**config.mk**
```make
export PLATFORM = sky130hd
export DESIGN_NAME = leading_count
export DESIGN_NICKNAME = d
export VERILOG_FILES = /design/src/rtl/leading_count.sv
export SDC_FILE = /design/constraint.sdc
export NUM_CORES = 1
export LEC_CHECK = 0
export CORE_ASPECT_RATIO = 1.75
export CORE_MARGIN = 2
export CORE_UTILIZATION = 60
export DETAILED_ROUTE_END_ITERATION = 12
export DONT_BUFFER_PORTS = 1
export GPL_ROUTABILITY_DRIVEN = 0
export GPL_TIMING_DRIVEN = 0
export MAX_ROUTING_LAYER = met4
export PLACE_DENSITY = 0.77
export SLEW_MARGIN = 20
export SYNTH_ARGS = -nofsm -noshare
export SYNTH_HDL_FRONTEND = slang
export SYNTH_SLANG_ARGS = --single-unit
```
**constraint.sdc**
```tcl
create_clock -name clk -period 2.85 [get_ports clk]
set_input_delay 0.4275 -clock clk [delete_from_list [all_inputs] [get_ports clk]]
set_output_delay 0.4275 -clock clk [all_outputs]
set_load 0.03 [all_outputs]
```
**src/rtl/leading_count.sv**
```systemverilog
// Multi-cycle count-leading-zeros/ones unit (MIPS CLZ/CLO).
// Walks the operand MSB-first, STEP bits per cycle, and also returns the
// operand left-normalized by the count it found (zero-filled).
module leading_count #(
  parameter int WIDTH = 32,
  parameter int STEP  = 1
) (
  input  logic                    clk,
  input  logic                    rstn,
  input  logic                    start,
  input  logic [WIDTH-1:0]        d,
  input  logic                    ones,
  output logic                    busy,
  output logic                    done,
  output logic [$clog2(WIDTH):0]  cnt,
  output logic [WIDTH-1:0]        norm
);

  localparam int CW = $clog2(WIDTH) + 1;
  localparam logic [CW-1:0] STEP_C  = CW'(STEP);
  localparam logic [CW-1:0] WIDTH_C = CW'(WIDTH);

  typedef enum logic [1:0] {IDLE, RUN, FIN} state_t;

  state_t           state_q, state_d;
  logic [WIDTH-1:0] shreg_q, shreg_d;
  logic             pol_q, pol_d;
  logic [CW-1:0]    acc_q, acc_d;
  logic [CW-1:0]    cnt_q, cnt_d;
  logic [WIDTH-1:0] norm_q, norm_d;
  logic [CW-1:0]    run_len;

  // Length of the MSB-first run of bits equal to p within one STEP-wide chunk.
  function automatic logic [CW-1:0] lead_run(input logic [STEP-1:0] top, input logic p);
    logic [CW-1:0] n;
    logic          run;
    n   = '0;
    run = 1'b1;
    for (int i = STEP - 1; i >= 0; i--) begin
      if (run && (top[i] == p)) n = n + CW'(1);
      else                      run = 1'b0;
    end
    return n;
  endfunction

  assign run_len = lead_run(shreg_q[WIDTH-1 -: STEP], pol_q);

  // State and working registers; async reset aborts any operation in flight.
  always_ff @(posedge clk or negedge rstn) begin
    if (!rstn) begin
      state_q <= IDLE;
      shreg_q <= '0;
      pol_q   <= 1'b0;
      acc_q   <= '0;
      cnt_q   <= '0;
      norm_q  <= '0;
    end else begin
      state_q <= state_d;
      shreg_q <= shreg_d;
      pol_q   <= pol_d;
      acc_q   <= acc_d;
      cnt_q   <= cnt_d;
      norm_q  <= norm_d;
    end
  end

  // Next-state: accept in IDLE/FIN, consume full chunks in RUN, finish on a
  // partial chunk or once the whole word has been examined.
  always_comb begin
    state_d = state_q;
    shreg_d = shreg_q;
    pol_d   = pol_q;
    acc_d   = acc_q;
    cnt_d   = cnt_q;
    norm_d  = norm_q;
    case (state_q)
      IDLE, FIN: begin
        if (start) begin
          shreg_d = d;
          pol_d   = ones;
          acc_d   = '0;
          state_d = RUN;
        end else if (state_q == FIN) begin
          state_d = IDLE;
        end
      end
      RUN: begin
        if ((run_len == STEP_C) && ((acc_q + STEP_C) < WIDTH_C)) begin
          shreg_d = shreg_q << STEP;
          acc_d   = acc_q + STEP_C;
        end else begin
          // Result registers only move here, so they hold across later operations.
          cnt_d   = acc_q + run_len;
          norm_d  = shreg_q << run_len;
          state_d = FIN;
        end
      end
      default: state_d = IDLE;
    endcase
  end

  assign busy = (state_q == RUN);
  assign done = (state_q == FIN);
  assign cnt  = cnt_q;
  assign norm = norm_q;

endmodule

```
==> out/results.txt <==
Syn nets: 380
Crit Path Max Fanout: 10
Yosys top cell area share: 49.5%
Final number of hold-violating endpoints: 0
Router iterations before antenna repair: 4
Worst-skew pair later-pin latency: 340 ps
Root buf cell: clkbuf_16
Status: finished, final reports clean
Initial Util: 61.5%
Top cells by count, synth: nand2_1 (96), mux2_2 (81), dfrtp_1 (79)
Area growth, synth to finish: 11.3%
Post-Synthesis Cells: 341
Most common cell in the netlist: nand2_1
Final Cycle Share: 78.1%
Async SR Flop Fraction: 100%
Worst hold start: d[0]
Post-Syn Area: 3990 sq um
Hold buffers post-CTS: 2
# Post-CTS Setup Buffers: 0
Yosys warns: 0
Required time of the worst setup path: 2420 ps
H-tree depth: 3
Clock sinks: 79
Clock Skews: 4.60 ps
CTS Buf Count: 9
I/O pin total: 76
Hold depth: 2
Max VDD drop: 0.000915 V
Share of layout cells above drive strength 1: 35.8%
HPWL Detailed: 5330 um
Leak: 2.08 nW
Clock transition at path regs: 50 ps
Rows: 39
Initial drt markers: 142
Ys flop type: dfrtp_1
Pwr Density: 1530 nW/um^2
Diode count: 0
Setup Crit Path Kind: reg2out
Crit path from: state_q[1]
Initial antenna violation count: 0
Total global routing overflow: 0
Crit path capture type: output port
Routed vias/inst: 5.68
Top cells by area, synth: dfrtp_1 (49%), mux2_2 (23%), nand2_1 (9.0%)
WL per Instance: 17.5 um
Drt drc: 0
Overall Power: 6.79 mW
Synth area leader: dfrtp_1
Chip width: 65.7 um
Final setup fails: 0
Global-route wire length before repair: 12300 um
CP max-delay cell: buf_1
Post-synth cell types: 36
Post-synth EDFFs: 0
Avg Inst Size Synth: 11.7 sq um
Worst-margin pin slew: 780 ps
CTS Buffer Depth: 2
Setup tns final: 0 ps
Routed Antenna Nets: 0
Pin count of the biggest net entering global routing: 80
CP cell instances: nand2b_1, buf_2, inv_2, buf_1
RSZ-0062 raised after global routing: false
Core area: 6490 sq um
Seq/Total Area, Yosys: 49.5%
Maxcap violations: 0
GRT Overall Usage: 23.1%
Relative slew slack: 48.0%
RR Startpoint: pol_q
Die Y: 112 um
CP Data Arrival Time: 1800 ps
Layout net count: 393
CTS tree: built
Layout fillers: 474
Via Count: 2498
FF+latch count, synth: 79
Startpoint types: flop
Final wirelength: 7680 um
Cts repair resizes: 0
Die area: 7350 sq um
Fmax: 449 MHz
Port buffer count: 0
Fin. max-slew vios: 0
Worst reg-to-reg path cell count: 7
Vias in the first global route: 2598
Min Tclk post-route: 2230 ps
CP max stage delay: 620 ps
Tightest Hold Check Type: in2reg
[layout by cell type (no fill, tap or decap), types with 2 or more instances in the layout]
cell       Yosys  routed
nand2_1       96      96
mux2_2        81      81
dfrtp_1       79      79
mux2_4        13      13
clkbuf_16      0       9
buf_2          7       7
nand3_1        6       6
inv_1          4       4
buf_6          4       4
mux2_1         4       4
clkbuf_1       3       4
buf_1          3       3
buf_4          3       3
xnor2_1        3       3
a21oi_1        3       3
a21boi_0       3       3
a2bb2oi_1      3       3
mux2i_1        3       3
ha_1           3       3
nor2b_1        2       2
nor2_1         2       2
clkinv_2       0       2
bufinv_16      0       2
[final timing paths]
check,to,slack [ps]
worst max-delay path,busy,620
max in group asynchronous,norm[18],1890
min in group asynchronous,cnt[1],640
worst min-delay path,shreg_q[0],220
worst max register to register,cnt[5],700
worst min register to register,shreg_q[29],560
[power breakdown]
group	leakage [nW]	internal (mW)	switching (mW)	total [mW]
clock	0.155	0.782	0.425	1.21
sequential	0.960	1.68	0.965	2.64
combinational	0.966	1.65	1.29	2.94
[registers in the layout, summed over array words and instances, names as in the netlist]
register and flops:
norm 32, state_q 2, acc_q 6, pol_q 1, cnt 6, shreg_q 32
[critical path, delay by kind of cell, from the launching register on]
kind	cells	cell delay (ps)
buffers and inverters	3	950
flip-flops	1	370
AND/OR/NAND/NOR	1	130
[through the flow]
stage | hold WS [ps] | setup slack (ps) | cells | util, % | instance area, sq um
2_1_floorplan | 132 | 937 | 341 | - | 3990
3_3_place_gp | 134 | 700 | 423 | 63.1 | 4100
3_5_place_dp | 134 | 688 | 423 | 63.1 | 4100
4_1_cts | 217 | 580 | 440 | 68.5 | 4450
5_1_grt | 216 | 494 | 440 | 68.5 | 4450
6_report | 221 | 625 | 440 | 68.5 | 4450
[layout make-up]
class,instances,area [sq um],share of cell area (%)
Clock buffer,11,243,5.46
Buffer,20,125,2.81
Inverter,5,18.8,0.422
Clock inverter,4,70.1,1.58
Multi-Input combinational cell,237,1870,42.1
Timing Repair Buffer,2,37.5,0.844
Tap cell,82,103,2.31
Sequential cell,79,1980,44.5
[routing by layer]
layer	global-route usage [%]	part of all wire (%)	up-vias
met2	37.7	52	50
met3	6.16	4.6	11
met5	-	0	-
met1	26.5	41	1253
li1	-	-	1184
met4	9.17	1.8	0
[cell families after synthesis]
kind of cell	synth area share [%]
simple gates	11.8
mux	29.6
flops	49.5
buf+inv	3.60
compound gates	3.01
xor+xnor	1.57
fa+ha+maj	0.940
(Power assumes the default switching activity.)
